### src/rtl/fric_pkg.sv
// Shared types, protocol constants and helpers for the fric master-port arbiter.
package fric_pkg;

   localparam logic [3:0] FRIC_TYPE_WR  = 4'h2;
   localparam logic [3:0] FRIC_TYPE_RD  = 4'h3;
   localparam logic [3:0] FRIC_TYPE_ERR = 4'hF;

   localparam logic [2:0] WR_REQ_LEN = 3'd4;
   localparam logic [2:0] WR_REP_LEN = 3'd2;
   localparam logic [2:0] RD_REQ_LEN = 3'd2;
   localparam logic [2:0] RD_REP_LEN = 3'd4;

   typedef enum logic [1:0] {
      ARB_IDLE  = 2'd0,
      ARB_SEND  = 2'd1,
      ARB_WAIT  = 2'd2,
      ARB_REPLY = 2'd3
   } arb_state_t;

   typedef enum logic [1:0] {
      CAP_IDLE = 2'd0,
      CAP_BODY = 2'd1,
      CAP_PEND = 2'd2
   } cap_state_t;

   function automatic logic is_req_type(input logic [3:0] t);
      return (t == FRIC_TYPE_WR) || (t == FRIC_TYPE_RD);
   endfunction

   function automatic logic [2:0] req_len(input logic [3:0] t);
      return (t == FRIC_TYPE_WR) ? WR_REQ_LEN : RD_REQ_LEN;
   endfunction

   function automatic logic [2:0] rep_len(input logic [3:0] t);
      return (t == FRIC_TYPE_WR) ? WR_REP_LEN : RD_REP_LEN;
   endfunction

   // First pending index at or after rr, wrapping 3 -> 0.
   function automatic logic [1:0] rr_pick(input logic [3:0] pend, input logic [1:0] rr);
      logic [1:0] sel;
      logic [1:0] idx;
      logic       found;
      sel   = rr;
      found = 1'b0;
      for (int i = 0; i < 4; i++) begin
         idx = rr + 2'(i);
         if (!found && pend[idx]) begin
            sel   = idx;
            found = 1'b1;
         end
      end
      return sel;
   endfunction

endpackage

### src/rtl/fric_req_capture.sv
// Per-requester input register, capture FSM and 4-word holding buffer.
// state    | meaning
// CAP_IDLE | waiting for a write/read word0 on the registered input
// CAP_BODY | storing the remaining request words on consecutive cycles
// CAP_PEND | request complete and pending; input ignored until done
module fric_req_capture
   import fric_pkg::*;
(
   input  logic            clk,
   input  logic            rst_n,
   input  logic [7:0]      fric_in,
   input  logic            done,
   output logic            pending,
   output logic [3:0][7:0] req_buf
);

   logic [7:0]      fric_inr;
   cap_state_t      state, state_n;
   logic [1:0]      cnt, cnt_n;
   logic [3:0][7:0] buf_n;

   always_ff @(posedge clk or negedge rst_n) begin
      if (!rst_n) begin
         fric_inr <= 8'h00;
         state    <= CAP_IDLE;
         cnt      <= 2'd0;
         req_buf  <= '0;
      end else begin
         fric_inr <= fric_in;
         state    <= state_n;
         cnt      <= cnt_n;
         req_buf  <= buf_n;
      end
   end

   always_comb begin
      state_n = state;
      cnt_n   = cnt;
      buf_n   = req_buf;
      case (state)
         CAP_IDLE: begin
            if (is_req_type(fric_inr[7:4])) begin
               buf_n[0] = fric_inr;
               cnt_n    = 2'd1;
               state_n  = CAP_BODY;
            end
         end
         CAP_BODY: begin
            buf_n[cnt] = fric_inr;
            if ({1'b0, cnt} == req_len(req_buf[0][7:4]) - 3'd1) state_n = CAP_PEND;
            else                                                 cnt_n   = cnt + 2'd1;
         end
         CAP_PEND: begin
            if (done) state_n = CAP_IDLE;
         end
         default: state_n = CAP_IDLE;
      endcase
   end

   assign pending = (state == CAP_PEND);

endmodule

### src/rtl/fric_master_arb_4port.sv
// Round-robin arbiter sharing the fric switch master port among 4 requesters.
// Optional ARB_WAIT watchdog with synthetic error reply: FRIC_ARB_TIMEOUT_EN.
// state     | meaning
// ARB_IDLE  | no transaction; grant next pending requester round-robin
// ARB_SEND  | replaying the granted request on sw_out, one word per cycle
// ARB_WAIT  | waiting for the first nonzero reply word from the switch
// ARB_REPLY | forwarding the reply to the granted requester, then release
module fric_master_arb_4port
   import fric_pkg::*;
#(
   parameter int TIMEOUT_CYCLES = 256
)
(
   input  logic       clk,
   input  logic       rst_n,
   input  logic [7:0] fric_in0,
   input  logic [7:0] fric_in1,
   input  logic [7:0] fric_in2,
   input  logic [7:0] fric_in3,
   output logic [7:0] fric_out0,
   output logic [7:0] fric_out1,
   output logic [7:0] fric_out2,
   output logic [7:0] fric_out3,
   output logic [7:0] sw_out,
   input  logic [7:0] sw_in,
   output logic [1:0] grant,
   output logic       busy,
   output logic       timeout_err
);

   logic [7:0]      fric_in_a [4];
   logic [3:0]      pending;
   logic [3:0]      done;
   logic [3:0][7:0] req_buf [4];

   assign fric_in_a[0] = fric_in0;
   assign fric_in_a[1] = fric_in1;
   assign fric_in_a[2] = fric_in2;
   assign fric_in_a[3] = fric_in3;

   for (genvar g = 0; g < 4; g++) begin : g_cap
      fric_req_capture u_cap (
         .clk     (clk),
         .rst_n   (rst_n),
         .fric_in (fric_in_a[g]),
         .done    (done[g]),
         .pending (pending[g]),
         .req_buf (req_buf[g])
      );
   end

   arb_state_t state, state_n;
   logic [1:0] grant_n, idx, idx_n, rr, rr_n;
   logic [2:0] rcnt, rcnt_n;
   logic       timed_out, timed_out_n;
   logic [7:0] fout_q [4];
   logic [7:0] fout_n [4];
   logic [7:0] w0_g;
   logic       wd_fire;

   assign w0_g   = req_buf[grant][0];
   assign sw_out = (state == ARB_SEND) ? req_buf[grant][idx] : 8'h00;
   assign busy   = (state != ARB_IDLE);

`ifdef FRIC_ARB_TIMEOUT_EN
   localparam int WD_W = (TIMEOUT_CYCLES > 2) ? $clog2(TIMEOUT_CYCLES) : 1;
   logic [WD_W-1:0] wd_cnt;

   // Reloads outside ARB_WAIT, so it expires on the TIMEOUT_CYCLES-th waiting cycle.
   always_ff @(posedge clk or negedge rst_n) begin
      if (!rst_n) begin
         wd_cnt      <= WD_W'(TIMEOUT_CYCLES - 1);
         timeout_err <= 1'b0;
      end else begin
         if (state != ARB_WAIT)   wd_cnt <= WD_W'(TIMEOUT_CYCLES - 1);
         else if (wd_cnt != '0)   wd_cnt <= wd_cnt - WD_W'(1);
         if (wd_fire)             timeout_err <= 1'b1;
      end
   end

   assign wd_fire = (state == ARB_WAIT) && (wd_cnt == '0) && (sw_in[7:4] == 4'h0);
`else
   assign wd_fire     = 1'b0;
   assign timeout_err = 1'b0;
`endif

   always_ff @(posedge clk or negedge rst_n) begin
      if (!rst_n) begin
         state     <= ARB_IDLE;
         grant     <= 2'd0;
         idx       <= 2'd0;
         rcnt      <= 3'd0;
         rr        <= 2'd0;
         timed_out <= 1'b0;
         fout_q    <= '{default: 8'h00};
      end else begin
         state     <= state_n;
         grant     <= grant_n;
         idx       <= idx_n;
         rcnt      <= rcnt_n;
         rr        <= rr_n;
         timed_out <= timed_out_n;
         fout_q    <= fout_n;
      end
   end

   always_comb begin
      state_n     = state;
      grant_n     = grant;
      idx_n       = idx;
      rcnt_n      = rcnt;
      rr_n        = rr;
      timed_out_n = timed_out;
      done        = 4'b0000;
      for (int i = 0; i < 4; i++) fout_n[i] = 8'h00;
      case (state)
         ARB_IDLE: begin
            if (|pending) begin
               grant_n = rr_pick(pending, rr);
               idx_n   = 2'd0;
               state_n = ARB_SEND;
            end
         end
         ARB_SEND: begin
            if ({1'b0, idx} == req_len(w0_g[7:4]) - 3'd1) state_n = ARB_WAIT;
            else                                          idx_n   = idx + 2'd1;
         end
         ARB_WAIT: begin
            if (sw_in[7:4] != 4'h0) begin
               fout_n[grant] = sw_in;
               rcnt_n        = 3'd1;
               timed_out_n   = 1'b0;
               state_n       = ARB_REPLY;
            end else if (wd_fire) begin
               fout_n[grant] = {FRIC_TYPE_ERR, w0_g[3:0]};
               rcnt_n        = 3'd1;
               timed_out_n   = 1'b1;
               state_n       = ARB_REPLY;
            end
         end
         ARB_REPLY: begin
            // Last reply word is on fric_out this cycle; release the requester.
            if (rcnt == rep_len(w0_g[7:4])) begin
               done[grant] = 1'b1;
               rr_n        = grant + 2'd1;
               state_n     = ARB_IDLE;
            end else begin
               fout_n[grant] = timed_out ? 8'h00 : sw_in;
               rcnt_n        = rcnt + 3'd1;
            end
         end
         default: state_n = ARB_IDLE;
      endcase
   end

   assign fric_out0 = fout_q[0];
   assign fric_out1 = fout_q[1];
   assign fric_out2 = fout_q[2];
   assign fric_out3 = fout_q[3];

endmodule

### config.mk
export PLATFORM = sky130hd
export DESIGN_NAME = fric_master_arb_4port
export DESIGN_NICKNAME = d
export VERILOG_FILES = /design/src/rtl/fric_pkg.sv /design/src/rtl/fric_req_capture.sv /design/src/rtl/fric_master_arb_4port.sv
export SDC_FILE = /design/constraint.sdc
export NUM_CORES = 1
export LEC_CHECK = 0
export CAP_MARGIN = 20
export CELL_PAD_IN_SITES_DETAIL_PLACEMENT = 0
export CELL_PAD_IN_SITES_GLOBAL_PLACEMENT = 1
export CORE_ASPECT_RATIO = 1.75
export CORE_UTILIZATION = 50
export CTS_BUF_LIST = sky130_fd_sc_hd__clkbuf_4
export CTS_CLUSTER_SIZE = 8
export DETAILED_ROUTE_END_ITERATION = 8
export DONT_BUFFER_PORTS = 1
export GPL_ROUTABILITY_DRIVEN = 0
export PLACE_DENSITY = 0.78
export RECOVER_POWER = 25
export SLEW_MARGIN = 20
export SYNTH_ARGS = -nofsm -noshare
export SYNTH_HDL_FRONTEND = slang
export SYNTH_SLANG_ARGS = --single-unit
### constraint.sdc
create_clock -name clk -period 2.4 [get_ports clk]
set_input_delay 0.12 -clock clk [delete_from_list [all_inputs] [get_ports clk]]
set_output_delay 0.12 -clock clk [all_outputs]
set_load 0.005 [all_outputs]
==> reports/qor.txt <==
Warnings, synthesis -> 0
post-synth cell types -> 42
CP most frequent cell -> mux4_2
pre-CTS setup slack -> -0.0990 ns
core area -> 0.0186 mm2
Final setup viols -> 51
first-pass GRT wire length -> 36.5 mm
Detail Route Antenna Nets -> 0
crit path max-delay cell type -> mux4_2
largest net degree at the start of global routing -> 220
Max Buffers Root-to-Sink -> 3
Hold Slack -> -0.808 ns
GRT Resource Usage Total -> 25.4%
Chip Width -> 106 um
Synth Area in XOR/XNOR -> 0.461%
Worst Setup Start Kind -> flip-flop
1st-pass router iterations -> 4
Reg power frac -> 41.2%
Synth Register Bits -> 219
mux cell area share after synthesis -> 25.5%
Hold Violations, Final -> 219
Synth Flop Type -> dfrtp_1
Sw Ratio -> 31.4%
met1 wire length -> 8.18 mm
adder-cell share of the synthesized area -> 3.42%
Tmin final -> 2.63 ns
crit path cell chain -> buf_6, mux4_2, buf_4, mux4_2, and2_4
Final period util -> 110%
non-filler instance count after layout -> 1076
max-slew violation count -> 0
kind of end point of the critical path -> output pin
starting DRC count in detailed routing -> 357
RSZ-0062 raised after global routing -> yes
DRC -> 0
number of global-route vias before repair -> 6747
Worst EP required -> 2.28 ns
Vias/cell -> 5.69
Layout area overhead -> 21.9%
Compound-Gate Fraction of Synth Area -> 4.01%
DR WL/cell -> 21.9 um
internal power -> 8.59 mW
CTS root buf -> clkbuf_4
register area share after synthesis -> 57.6%
number of buffers created by CTS -> 50
Hold/Removal Path Class -> in -> async
combinational family with the most area after synthesis -> multiplexers
antenna violations before repair -> 1
CTS tree -> done
clk sinks -> 219
syn_nets -> 723
Post-Synth Simple-Gate Area -> 7.00%
die height -> 184 um
nets -> 868
Cell Count Post-Placement -> 916
number of H-tree levels -> 2
die area -> 0.0196 mm2
Power Total -> 12.5 mW
type of the worst setup path -> reg -> out
Post-synth EDFFs -> 0
actual slew at the worst max-slew pin -> 0.673 ns
Clock Skews -> 0.0302 ns
Mapped Area -> 0.00951 mm2
Rows -> 66
dpl hpwl -> 15.7 mm
Final Util -> 62.4%
max cap viols -> 0
Worst path max stage delay -> 0.55 ns
failing checks -> hold timing, setup timing
Psw -> 3.92 mW
worst-path maximum fanout -> 5
syn avg cell area -> 14.5 um2
Syn Inst Count -> 655
Starting Density -> 51.2%
layout cells sized above 1 -> 38.8%
worst path arrival time -> 2.51 ns
met2 wire len -> 12.8 mm
clk_lat worst skew -> 0.63 ns
crit path setup slack, layout -> -0.232 ns
outcome -> finished with violations
clock-pin slew on the worst setup and hold paths -> 0.07 ns
IO Pins -> 86
vias -> 6124
Leakage -> 5.50 nW
combinational share of power -> 35.3%
FMAX -> 380 MHz
grt total ovfl -> 0
Async SR Flop Fraction -> 100%
Slew Limit Headroom -> 55.1%
Detailed Route WL -> 23.6 mm
uppermost layer routed -> met4
met3 WL -> 1.06 mm
PwrDens -> 1080 mW/mm2
Clk pwr share -> 23.5%
PortBufs -> 0
peak supply drop -> 0.624 mV
## metal layers
layer / GRT usage [%] / vias to the layer above
met5: 0 / -
met4: 17.0 / 0
met3: 4.24 / 85
met2: 46.5 / 221
met1: 26.3 / 3123
li1: - / 2695
## final cells by class
type                       instances  area [um2]
timing repair buffer             118        1180
inverter                          18        67.6
clock inverter                    22         145
multi-input combinational        393        3910
fill                            1421        6990
clock buffer                      67         503
antenna                            1        2.50
tap                              238         298
sequential                       219        5480
## power by group through the flow
stage          registers [mW]  logic [mW]  clock network (mW)
2_1_floorplan            4.90        2.73                   0
3_3_place_gp             5.17        3.53                   0
3_5_place_dp             5.22        3.66                   0
4_1_cts                  5.15        4.36                3.03
5_1_grt                  5.24        4.75                3.20
6_report                 5.16        4.42                2.94
## per-stage QoR
step | hold WS [ns] | instance area, um2 | TNS, ns
after floorplan | -0.176 | 9520 | -2.56
final | -0.808 | 11600 | -7.54
after detailed placement | -0.167 | 10100 | -1.10
after global routing | -0.853 | 11600 | -11.90
after CTS | -0.862 | 11500 | -8.40
after global placement | -0.165 | 10100 | -0.0775
## cells by family (layout without fill, tap and decap cells)
group | after synthesis | count (layout)
AND/OR/NAND/NOR | 123 | 123
multiplexers | 176 | 176
flip-flops | 219 | 219
adder cells (fa/ha/maj) | 26 | 26
AO/OA/AOI/OAI | 62 | 62
buffers and inverters | 43 | 225
XOR/XNOR | 5 | 5
other | 1 | 2
## cells in the mapped netlist (9+ instances only)
cell | n | area, um2
a21oi_1 | 13 | 65.1
and3_1 | 17 | 106
clkbuf_1 | 20 | 75.1
dfrtp_1 | 219 | 5480
ha_1 | 26 | 325
inv_1 | 18 | 67.6
mux2_2 | 129 | 1450
mux4_2 | 40 | 901
nand2_1 | 28 | 105
nand2b_1 | 10 | 62.6
nor2_1 | 25 | 93.8
nor2b_1 | 9 | 56.3
o21ai_0 | 23 | 115
## worst max-delay path, delay by kind of cell, from the launching register on
kind	cells	cell delay (ns)
simple gates	1	0.17
mux	2	0.99
buf+inv	2	0.32
flops	1	0.41
## worst paths after layout
check | depth (start not counted) | endpoint | slack, ns | start
setup reg to reg | 8 | rr[1]$_DFFE_PN0P_ | -0.23 | grant[0]$_DFFE_PN0P_
max in group asynchronous | 0 | g_cap[3].u_cap.req_buf[31]$_DFFE_PN0P_ | 2.86 | rst_n
hold / removal | 0 | fric_out1[7]$_DFF_PN0_ | -0.81 | rst_n
setup / recovery | 5 | sw_out[7] | -0.23 | grant[0]$_DFFE_PN0P_
min in group clk | 1 | g_cap[1].u_cap.fric_inr[3]$_DFF_PN0_ | 0.05 | fric_in1[3]
hold reg to reg | 1 | g_cap[2].u_cap.req_buf[18]$_DFFE_PN0P_ | 0.50 | g_cap[2].u_cap.req_buf[18]$_DFFE_PN0P_
## sequential cells by signal, indices dropped and copies added, names as in the netlist, 3 cells and up
name and count:
rcnt 3, fric_out1 8, fric_out2 8, g_cap.u_cap.state 8, g_cap.u_cap.req_buf 128, fric_out3 8, g_cap.u_cap.cnt 8, fric_out0 8
g_cap.u_cap.fric_inr 32
## layout by cell type (no fill, tap or decap), types with 14 or more instances in the layout
cell type,synthesis,layout
and3_1,17,17
buf_4,1,51
clkbuf_4,0,67
clkinv_1,0,14
dfrtp_1,219,218
dlygate4sd3_1,0,57
ha_1,26,26
inv_1,18,18
mux2_2,129,127
mux4_2,40,40
nand2_1,28,28
nor2_1,25,25
o21ai_0,23,21
## what timing repair did
| action | 4_1_cts | 5_1_grt |
|---|---|---|
| hold endpoints to repair | 285 | 221 |
| cloned | 5 | 0 |
| gates resized for setup | 27 | 3 |
| pin swaps | 3 | 0 |
| setup buffers | 7 | 1 |
| endpoints found under the setup margin | 45 | 51 |
| hold buffers | 55 | 2 |
Power figures use the tool's default switching activity.
